--- src/rtl/sdma_pkg.sv ---
// Shared widths and the layout of a captured sample word.
package sdma_pkg;

    localparam int ADDR_W   = 12;
    localparam int DATA_W   = 32;
    localparam int SAMPLE_W = 8;
    localparam int SEQ_W    = 8;
    localparam int PAD_W    = DATA_W - SEQ_W - SAMPLE_W;

    typedef logic [ADDR_W-1:0] addr_t;
    typedef logic [DATA_W-1:0] data_t;

    typedef struct packed {
        logic [PAD_W-1:0]    pad;
        logic [SEQ_W-1:0]    seq;
        logic [SAMPLE_W-1:0] sample;
    } sample_word_t;

    function automatic data_t make_word(input logic [SEQ_W-1:0] seq,
                                        input logic [SAMPLE_W-1:0] sample);
        sample_word_t w;
        w.pad    = '0;
        w.seq    = seq;
        w.sample = sample;
        return data_t'(w);
    endfunction

endpackage

--- src/rtl/sdma_if.sv ---
// Shared RAM port bundle: CPU request side in, single RAM write/address port out.
interface sdma_if;
    import sdma_pkg::*;

    logic  cpu_req;
    logic  cpu_wren;
    addr_t cpu_addr;
    data_t cpu_data;
    logic  ram_wEn;
    addr_t ram_addr;
    data_t ram_dataIn;

    // master: the arbiter, which owns the RAM port
    modport master (
        input  cpu_req, cpu_wren, cpu_addr, cpu_data,
        output ram_wEn, ram_addr, ram_dataIn
    );

    modport slave (
        output cpu_req, cpu_wren, cpu_addr, cpu_data,
        input  ram_wEn, ram_addr, ram_dataIn
    );

endinterface

--- src/rtl/sdma_fifo.sv ---
// Synchronous FIFO with first-word-fall-through head; DEPTH must be a power of 2 (>=2).
// Latency: pushed word visible at head the cycle after the push edge.
// Backpressure: push into a full FIFO is ignored unless a pop happens on the same edge.
module sdma_fifo #(
    parameter int WIDTH = 32,
    parameter int DEPTH = 4
) (
    input  logic             clock,
    input  logic             reset,
    input  logic             push,
    input  logic [WIDTH-1:0] push_dat,
    input  logic             pop,
    output logic [WIDTH-1:0] head_dat,
    output logic             full,
    output logic             empty
);

    localparam int AW = (DEPTH > 1) ? $clog2(DEPTH) : 1;

    logic [WIDTH-1:0] mem_q [DEPTH];
    logic [AW-1:0]    wr_ptr_q, wr_ptr_d;
    logic [AW-1:0]    rd_ptr_q, rd_ptr_d;
    logic [AW:0]      count_q, count_d;
    logic             do_push, do_pop;

    assign empty    = (count_q == '0);
    assign full     = (count_q == (AW+1)'(DEPTH));
    assign head_dat = mem_q[rd_ptr_q];

    always_comb begin
        do_pop   = pop && !empty;
        do_push  = push && (!full || do_pop);
        wr_ptr_d = wr_ptr_q;
        rd_ptr_d = rd_ptr_q;
        count_d  = count_q;
        if (do_push) wr_ptr_d = wr_ptr_q + 1'b1;
        if (do_pop)  rd_ptr_d = rd_ptr_q + 1'b1;
        case ({do_push, do_pop})
            2'b10:   count_d = count_q + 1'b1;
            2'b01:   count_d = count_q - 1'b1;
            default: count_d = count_q;
        endcase
    end

    always_ff @(posedge clock) begin
        if (reset) begin
            wr_ptr_q <= '0;
            rd_ptr_q <= '0;
            count_q  <= '0;
        end else begin
            wr_ptr_q <= wr_ptr_d;
            rd_ptr_q <= rd_ptr_d;
            count_q  <= count_d;
        end
    end

    always_ff @(posedge clock) begin
        if (do_push) mem_q[wr_ptr_q] <= push_dat;
    end

endmodule

--- src/rtl/sample_dma_arbiter.sv ---
// Samples sample_in every DIV cycles into a ring buffer in RAM, using only RAM cycles the CPU leaves idle.
// Latency: a sample is written >=1 cycle after its tick; grant mux is combinational. Optional irq: SDMA_IRQ_EN.
// Backpressure: CPU always wins; a tick with the FIFO full (and no pop) drops the sample and sets overflow.
module sample_dma_arbiter
    import sdma_pkg::*;
#(
    parameter int    DIV   = 1000,
    parameter int    DEPTH = 4,
    parameter addr_t BASE  = 12'h800,
    parameter int    LEN   = 256
`ifdef SDMA_IRQ_EN
    , parameter int  IRQ_THRESH = 64
`endif
) (
    input  logic                clock,
    input  logic                reset,
    input  logic                enable,
    input  logic                clr_ovf,
    input  logic [SAMPLE_W-1:0] sample_in,
    sdma_if.master              bus,
    output addr_t               dma_ptr,
    output logic                overflow,
    output logic                busy
`ifdef SDMA_IRQ_EN
    , output logic              irq
`endif
);

    localparam int CNT_W = (DIV > 1) ? $clog2(DIV) : 1;

    logic [CNT_W-1:0] cnt_q, cnt_d;
    logic [SEQ_W-1:0] seq_q, seq_d;
    addr_t            ptr_q, ptr_d;
    logic             ovf_q, ovf_d;
    logic             tick, dma_go, push, drop;
    logic             fifo_full, fifo_empty;
    data_t            fifo_head;

    always_comb begin
        tick   = enable && (cnt_q == CNT_W'(DIV - 1));
        dma_go = !bus.cpu_req && !fifo_empty;
        // A pop on the same edge frees a slot, so a full FIFO only drops when idle.
        push   = tick && (!fifo_full || dma_go);
        drop   = tick && fifo_full && !dma_go;
        cnt_d  = (enable && !tick) ? cnt_q + 1'b1 : '0;
        seq_d  = push ? seq_q + 1'b1 : seq_q;
        ptr_d  = ptr_q;
        if (dma_go) ptr_d = (ptr_q == ADDR_W'(LEN - 1)) ? '0 : ptr_q + 1'b1;
        ovf_d  = drop | (ovf_q & ~clr_ovf);
    end

    always_ff @(posedge clock) begin
        if (reset) begin
            cnt_q <= '0;
            seq_q <= '0;
            ptr_q <= '0;
            ovf_q <= 1'b0;
        end else begin
            cnt_q <= cnt_d;
            seq_q <= seq_d;
            ptr_q <= ptr_d;
            ovf_q <= ovf_d;
        end
    end

    sdma_fifo #(.WIDTH(DATA_W), .DEPTH(DEPTH)) u_fifo (
        .clock    (clock),
        .reset    (reset),
        .push     (push),
        .push_dat (make_word(seq_q, sample_in)),
        .pop      (dma_go),
        .head_dat (fifo_head),
        .full     (fifo_full),
        .empty    (fifo_empty)
    );

    // Grant depends only on current state, so a write in a reset cycle still goes out.
    always_comb begin
        bus.ram_wEn    = 1'b0;
        bus.ram_addr   = bus.cpu_addr;
        bus.ram_dataIn = bus.cpu_data;
        if (bus.cpu_req) begin
            bus.ram_wEn = bus.cpu_wren;
        end else if (dma_go) begin
            bus.ram_wEn    = 1'b1;
            bus.ram_addr   = BASE + ptr_q;
            bus.ram_dataIn = fifo_head;
        end
    end

    assign dma_ptr  = ptr_q;
    assign overflow = ovf_q;
    assign busy     = !fifo_empty;

`ifdef SDMA_IRQ_EN
    logic [15:0] wcnt_q, wcnt_d;
    logic        irq_q, irq_d;

    always_comb begin
        wcnt_d = wcnt_q;
        irq_d  = 1'b0;
        if (dma_go) begin
            if (wcnt_q == 16'(IRQ_THRESH - 1)) begin
                wcnt_d = '0;
                irq_d  = 1'b1;
            end else begin
                wcnt_d = wcnt_q + 1'b1;
            end
        end
    end

    always_ff @(posedge clock) begin
        if (reset) begin
            wcnt_q <= '0;
            irq_q  <= 1'b0;
        end else begin
            wcnt_q <= wcnt_d;
            irq_q  <= irq_d;
        end
    end

    assign irq = irq_q;
`endif

endmodule

--- src/flat_wrapper.sv ---
// flat-port wrapper written by rule: the top's interface ports become plain ports
module sample_dma_arbiter_flat import sdma_pkg::*;
#(
    parameter int    DIV   = 1000,
    parameter int    DEPTH = 4,
    parameter addr_t BASE  = 12'h800,
    parameter int    LEN   = 256

)
  (clock, reset, enable, clr_ovf, sample_in, dma_ptr, overflow, busy, bus_cpu_req, bus_cpu_wren, bus_cpu_addr, bus_cpu_data, bus_ram_wEn, bus_ram_addr, bus_ram_dataIn);
  sdma_if bus_i ();
  input  logic clock;
  input  logic reset;
  input  logic enable;
  input  logic clr_ovf;
  input  logic [SAMPLE_W-1:0] sample_in;
  output addr_t dma_ptr;
  output logic overflow;
  output logic busy;
  input wire logic [$bits(bus_i.cpu_req)-1:0] bus_cpu_req;
  input wire logic [$bits(bus_i.cpu_wren)-1:0] bus_cpu_wren;
  input wire logic [$bits(bus_i.cpu_addr)-1:0] bus_cpu_addr;
  input wire logic [$bits(bus_i.cpu_data)-1:0] bus_cpu_data;
  output wire logic [$bits(bus_i.ram_wEn)-1:0] bus_ram_wEn;
  output wire logic [$bits(bus_i.ram_addr)-1:0] bus_ram_addr;
  output wire logic [$bits(bus_i.ram_dataIn)-1:0] bus_ram_dataIn;
  assign bus_i.cpu_req = bus_cpu_req;
  assign bus_i.cpu_wren = bus_cpu_wren;
  assign bus_i.cpu_addr = bus_cpu_addr;
  assign bus_i.cpu_data = bus_cpu_data;
  assign bus_ram_wEn = bus_i.ram_wEn;
  assign bus_ram_addr = bus_i.ram_addr;
  assign bus_ram_dataIn = bus_i.ram_dataIn;
  sample_dma_arbiter #(.DIV(DIV), .DEPTH(DEPTH), .BASE(BASE), .LEN(LEN)) u_core (.clock(clock), .reset(reset), .enable(enable), .clr_ovf(clr_ovf), .sample_in(sample_in), .bus(bus_i), .dma_ptr(dma_ptr), .overflow(overflow), .busy(busy));
endmodule
--- config.mk ---
export PLATFORM = sky130hd
export DESIGN_NAME = sample_dma_arbiter_flat
export DESIGN_NICKNAME = d
export VERILOG_FILES = /design/src/rtl/sdma_pkg.sv /design/src/rtl/sdma_if.sv /design/src/rtl/sdma_fifo.sv /design/src/rtl/sample_dma_arbiter.sv /design/src/flat_wrapper.sv
export SDC_FILE = /design/constraint.sdc
export NUM_CORES = 1
export LEC_CHECK = 0
export BUFFER_PORTS_ARGS = -buffer_cell sky130_fd_sc_hd__buf_4
export CORE_MARGIN = 2
export CORE_UTILIZATION = 53
export DETAILED_ROUTE_END_ITERATION = 8
export PLACE_DENSITY = 0.85
export SETUP_SLACK_MARGIN = 0.15
export SYNTH_ARGS = -nofsm -noshare
export SYNTH_HDL_FRONTEND = slang
export SYNTH_SLANG_ARGS = --single-unit
--- constraint.sdc ---
create_clock -name clock -period 3.1 [get_ports clock]
set_input_delay 0.155 -clock clock [delete_from_list [all_inputs] [get_ports clock]]
set_output_delay 0.155 -clock clock [all_outputs]
set_load 0.005 [all_outputs]
==> results of run 1 <==
==> how the worst max path moves through the flow <==
| stage | cells after the start | slack (ps) | endpoint | from |
|---|---|---|---|---|
| 2_1_floorplan | 12 | 550 | u_core.u_fifo.count_q[2]$_SDFFE_PP0P_ | u_core.cnt_q[0]$_SDFF_PP0_ |
| 5_1_grt | 9 | 170 | u_core.u_fifo.count_q[2]$_SDFFE_PP0P_ | u_core.u_fifo.count_q[2]$_SDFFE_PP0P_ |
| 4_1_cts | 9 | 310 | u_core.u_fifo.count_q[2]$_SDFFE_PP0P_ | u_core.u_fifo.count_q[2]$_SDFFE_PP0P_ |
| 3_3_place_gp | 9 | 510 | u_core.u_fifo.count_q[2]$_SDFFE_PP0P_ | u_core.u_fifo.count_q[2]$_SDFFE_PP0P_ |
| 6_report | 10 | 380 | u_core.u_fifo.count_q[2]$_SDFFE_PP0P_ | u_core.cnt_q[0]$_SDFF_PP0_ |
| 3_5_place_dp | 9 | 350 | u_core.u_fifo.count_q[2]$_SDFFE_PP0P_ | u_core.u_fifo.count_q[2]$_SDFFE_PP0P_ |
==> cell usage after synthesis, types with 7 or more instances <==
cell and n:
ha_1 8, dfxtp_1 40, mux4_2 16, and2_1 23, nand3_1 8, nor2_1 31, edfxtp_1 64, a21oi_1 13
xnor2_1 18, clkbuf_1 14, nand2_1 97, inv_1 10, o21ai_0 7
==> layer usage <==
metal | share of wire | global-route usage | vias to the layer above
met2 | 0.53 | 0.397 | 139
met4 | 0.016 | 0.0940 | 0
met1 | 0.39 | 0.257 | 1647
met3 | 0.069 | 0.0504 | 13
met5 | 0 | 0 | -
li1 | - | - | 1656
==> per-stage QoR <==
stage,cells,instance area [um^2],util,power (uW)
after CTS,640,5850,0.680,2390
after floorplan,404,4610,-,1530
after global placement,616,5590,0.650,1630
after detailed placement,616,5590,0.650,1640
final,640,5850,0.681,2380
after global routing,640,5850,0.681,2460
==> tightest hold or removal path: cells and delay by family <==
| kind | cells | cell delay [ps] |
|---|---|---|
| buffers and inverters | 1 | 90 |
| and+or+nand+nor | 1 | 70 |
| AOI/OAI and AO/OA | 1 | 80 |
==> timing repair <==
item                                   4_1_cts  5_1_grt
buffers inserted                             0        0
hold buffers                                 8        0
setup endpoints to repair                    0        1
resized for setup                            0        1
endpoints found under the hold margin       32        0
==> logic make-up (layout without fill, tap and decap cells) <==
| family | Yosys count | count (layout) | share of synthesized area |
|---|---|---|---|
| buffers and inverters | 31 | 159 | 0.0272 |
| muxes | 17 | 17 | 0.0807 |
| xor gates and xnor gates | 23 | 23 | 0.0437 |
| AOI/OAI and AO/OA | 24 | 24 | 0.0288 |
| adders and majority gates | 9 | 9 | 0.0261 |
| DFF | 104 | 104 | 0.591 |
| and+or+nand+nor | 196 | 196 | 0.202 |
==> cell type report <==
cell class	instances	area share
timing repair buffer	132	0.173
tap	108	0.0231
multi-input combinational	269	0.301
sequential	104	0.465
clock inverter	7	0.00919
inverter	11	0.00706
clock buffer	9	0.0212
==> where the power goes <==
part           switching, uW  internal, uW
Sequential             0.878          1460
Combinational           55.0           102
Clock                    467           300
Total                    523          1860
==> registers in the layout, summed over array words and instances (netlist names), named ones only <==
name,cells
u_core.u_fifo.mem_q,64
u_core.dma_ptr,12
u_core.cnt_q,10
u_core.seq_q,8
u_core.u_fifo.count_q,3
u_core.u_fifo.rd_ptr_q,2
u_core.u_fifo.wr_ptr_q,2
u_core.overflow,1
==> results.md, run 1 <==
- Status: finished clean
- Sequential cell area: 0.00272 mm^2
- CP max stage delay: 390 ps
- Clock sink count: 104
- Fin crit share: 0.877
- WP data arrival: 3020 ps
- Final setup TNS: 0 ps
- Hold Violations, Final: 0
- CP top delay family: simple AND/OR/NAND/NOR gates
- Largest net degree at the start of global routing: 49
- RR Startpoint: u_core.cnt_q[0]$_SDFF_PP0_
- Net Count, Synth: 471
- Most common cell after layout, fill and taps aside: buf_4
- Worst Skew: 19.8 ps
- Ranking of synthesized cells by area: edfxtp_1 42%, dfxtp_1 17%, nand2_1 7.9%
- Starting DRC count in detailed routing: 153
- CP max FO: 14
- Min Tclk post-route: 2720 ps
- Hold Crit Start: enable
- Final RePlAce weighted congestion: 0.821
- FMAX: 368 MHz
- Worst-path clk slew: 100 ps
- Cell Area, Synth: 0.00461 mm^2
- Post-synth top flop: edfxtp_1
- Static leakage: 0.00227 uW
- Die X: 97.2 um
- Die Height: 97.2 um
- Seq/Total Area, Yosys: 0.591
- Slew margin rel.: 0.425
- Vias: 3,455
- #FFs+latches synth: 104
- Vias per cell: 5.40
- Detail Route Antenna Nets: 0
- Setup Crit Path Kind: flop to flop
- Max-slew violation count: 0
- Pre-CTS WS: 355 ps
- Max cap viols: 0
- CP max stage cell: fa_1
- Min-Delay Endpoint: u_core.overflow$_SDFF_PP0_
- GRT Total Usage: 0.222
- Area grow syn2layout: 27.1%
- Number of port buffers: 116
- Reg-to-reg endpoint: u_core.u_fifo.count_q[2]$_SDFFE_PP0P_
- Yosys top cell area share: 0.417
- Crit-path cells: ha_1 > and4_1 > and4b_1 > inv_2 > ha_1 > inv_1 > fa_1 > xor2_1 > or3_1 > a21oi_1
- EDFF count, synth: 64
- Core ar.: 0.00859 mm^2
- Post-synth top area cell: edfxtp_1
- Detailed Routing Iterations Pass 1: 4
- Synth warnings: 0
- Root buffer cell: clkbuf_8
- Slew of the pin with the lowest slew margin: 861 ps
- Worst VDD drop: 0.000232 V
- Worst setup SP type: flop
- Average size of a mapped cell: 11.4 um^2
- Crit path buffers/inverters: 2
- Final WS setup: 380 ps
- H-Tree Depth: 3
- Cell count of the worst reg-to-reg path: 10
- Share of cells above drive strength 1: 0.301
- N_diodes: 0
- Row count: 34
- Power density over the cells: 407 mW/mm^2
- Commonest non-fill, non-tap cells in the layout: 124 x buf_4, 97 x nand2_1, 64 x edfxtp_1, 40 x dfxtp_1, 31 x nor2_1
- Worst Hold Class: primary input to flop
- Cells after Synth: 404
- Post-synth ARST share: 0
- CP most frequent cell: ha_1
- RSZ-0062 raised after global routing: false
- Unique masters post-synth: 41
- Clock latency on the worst-skew pair: 370 ps
- Initial antenna violation count: 0
- CP Data Required Time: 3400 ps
- DRT Wirelength: 10,400 um
- Vias in the first global route: 3,412
- WL per Instance: 16.2 um
- Hold WS: 60.4 ps
- Initial Util: 0.536
- Reg-to-reg slack, setup: 380 ps
- CTS Buf Count: 9
- Multi-input gate area: 0.00176 mm^2
- DR DRC count: 0
- Final Setup Violations: 0
- Die area: 0.00945 mm^2
- Grt ovf: 0
- HPWL Detailed: 6640 um
- CTS tree: done
- CP endpoint kind: flop
- Nets: 594
- CTS Buffer Depth: 2
- Fillers: 617
- Cell count of the worst hold path: 3
- Global-route wire length before repair: 16,500 um
- IO Pins: 117
(Power assumes the default switching activity.)
==> inputs of run 2 (changes only) <==
- CORE_ASPECT_RATIO: unset -> 0.5
- CORE_MARGIN: 2 -> 8
==> run 2 against run 1 <==
- sequential cell count is the same
- wire length is 12% higher
- fmax grew 0.22%
- critical path type unchanged
- highest routed layer unchanged
==> results.md, run 2 (synthesis gave the netlist of run 1 again) <==
- Clock share of power: 0.411
- Post CTS Setup Buffer Count: 0
- HPWL Detailed: 7670 um
- Sequential cell area: 0.00272 mm^2
- Number of port buffers: 116
- Max cap viols: 0
- WP data arrival: 2990 ps
- Starting DRC count in detailed routing: 379
- CTS Buf Count: 9
- Die X: 148 um
- Area grow syn2layout: 28.5%
- Grt ovf: 0
- Worst setup SP type: flop
- Final Setup Violations: 0
- Sw Pwr: 543 uW
- Status: finished clean
- Worst Hold Class: primary input to flop
- Worst Skew: 4.48 ps
- Crit-path cells: nor4bb_1 > and4b_1 > inv_2 > ha_1 > inv_1 > fa_1 > xor2_1 > or3_1 > a21oi_1
- Nets: 588
- CP endpoint kind: flop
- Max-slew violation count: 0
- Internal power: 2200 uW
- Clock latency on the worst-skew pair: 350 ps
- Slew margin rel.: 0.475
- Fin crit share: 0.875
- Crit path buffers/inverters: 2
- Vias in the first global route: 3,466
- CP max stage delay: 430 ps
- Detail Route Antenna Nets: 0
- Part of the power in combinational logic: 0.056
- WL per Instance: 18.1 um
- Initial Util: 0.538
- Clock sink count: 104
- Die Height: 81.9 um
- Power density over the cells: 463 mW/mm^2
- CP max stage cell: nor4bb_1
- Fillers: 589
- Max FFs per register: 64
- Final setup TNS: 0 ps
- Setup Crit Path Kind: flop to flop
- N_diodes: 0
- Share of cells above drive strength 1: 0.304
- Detailed Routing Iterations Pass 1: 6
- Most common cell after layout, fill and taps aside: buf_4
- Worst-path clk slew: 70 ps
- Worst VDD drop: 0.000299 V
- Root buffer cell: clkbuf_16
- CTS Buffer Depth: 2
- Vias per cell: 5.54
- CTS tree: done
- Largest net degree at the start of global routing: 49
- Commonest non-fill, non-tap cells in the layout: 124 x buf_4, 97 x nand2_1, 64 x edfxtp_1, 40 x dfxtp_1, 31 x nor2_1
- CP Data Required Time: 3380 ps
- FMAX: 369 MHz
- Reg power frac: 0.533
- Hold Violations, Final: 0
- DRT Wirelength: 11,600 um
- Die area: 0.0121 mm^2
- Final RePlAce weighted congestion: 0.788
- RSZ-0062 raised after global routing: false
- Slew of the pin with the lowest slew margin: 780 ps
- Global-route wire length before repair: 18,000 um
- Sw Share: 0.198
- Static leakage: 0.00230 uW
- Biggest register: u_core.u_fifo.mem_q
- CP top delay family: simple AND/OR/NAND/NOR gates
- Multi-input gate area: 0.00176 mm^2
- Initial antenna violation count: 0
- DR DRC count: 0
- Row count: 24
- Final core utilization: 0.692
- Core ar.: 0.00856 mm^2
- H-Tree Depth: 3
- GRT Total Usage: 0.192
- IO Pins: 117
- Vias: 3,561
- Min Tclk post-route: 2710 ps
- CP max FO: 14
==> run 2: changes by cell type in the layout (fill, tap and decap cells not counted), sizes merged <==
| cell | before | now |
|---|---|---|
| dlygate4sd3 | 8 | 2 |
| inv | 14 | 11 |
| clkinv | 2 | 3 |
| bufinv | 0 | 1 |
| clkbuf | 9 | 10 |
==> run 2: path summary, 6_finish.rpt <==
path | end | startpoint | slack, ps | cells after the start
hold reg to reg | u_core.cnt_q[0]$_SDFF_PP0_ | u_core.cnt_q[0]$_SDFF_PP0_ | 450 | 1
hold / removal | u_core.u_fifo.mem_q[0][0]$_DFFE_PP_ | sample_in[0] | 10 | 1
setup / recovery | u_core.u_fifo.count_q[2]$_SDFFE_PP0P_ | u_core.u_fifo.count_q[2]$_SDFFE_PP0P_ | 390 | 9
setup reg to reg | u_core.u_fifo.count_q[2]$_SDFFE_PP0P_ | u_core.u_fifo.count_q[2]$_SDFFE_PP0P_ | 390 | 9
==> run 2: timing repair <==
item / 4_1_cts / 5_1_grt
endpoints found under the hold margin: 0 / 3
hold buffers: 0 / 2
gates resized for setup: 0 / 0
==> run 2: per-stage QoR <==
stage	power [uW]	worst slack, ps	cells	cell area, um^2	hold WS, ps
finish	2740	386	643	5920	12.5
CTS	2740	407	641	5900	2.17
floorplan	1530	550	404	4610	254
global placement	1640	478	625	5600	360
detailed placement	1640	433	625	5600	361
global route	2810	194	643	5920	1.20
==> run 2: power groups by stage <==
stage	logic (uW)	clock network (uW)	registers (uW)
floorplan	40.4	0	1490
global placement	148	0	1490
detailed placement	152	0	1490
CTS	153	1130	1460
global route	168	1190	1460
finish	154	1130	1460
==> run 2: final cells by class <==
class / instances / share of cell area
Sequential cell: 104 / 0.460
Timing Repair Buffer: 126 / 0.161
Tap cell: 117 / 0.0247
Inverter: 11 / 0.00698
Clock buffer: 10 / 0.0404
Clock inverter: 6 / 0.00993
Multi-Input combinational cell: 269 / 0.297
==> run 2: routing by layer <==
layer  up-vias  share of wire  track usage
met5         -              0            0
met4         0          0.018       0.0797
met3        17          0.091       0.0621
met2       190           0.49        0.317
met1      1709           0.41        0.235
li1       1645              -            -
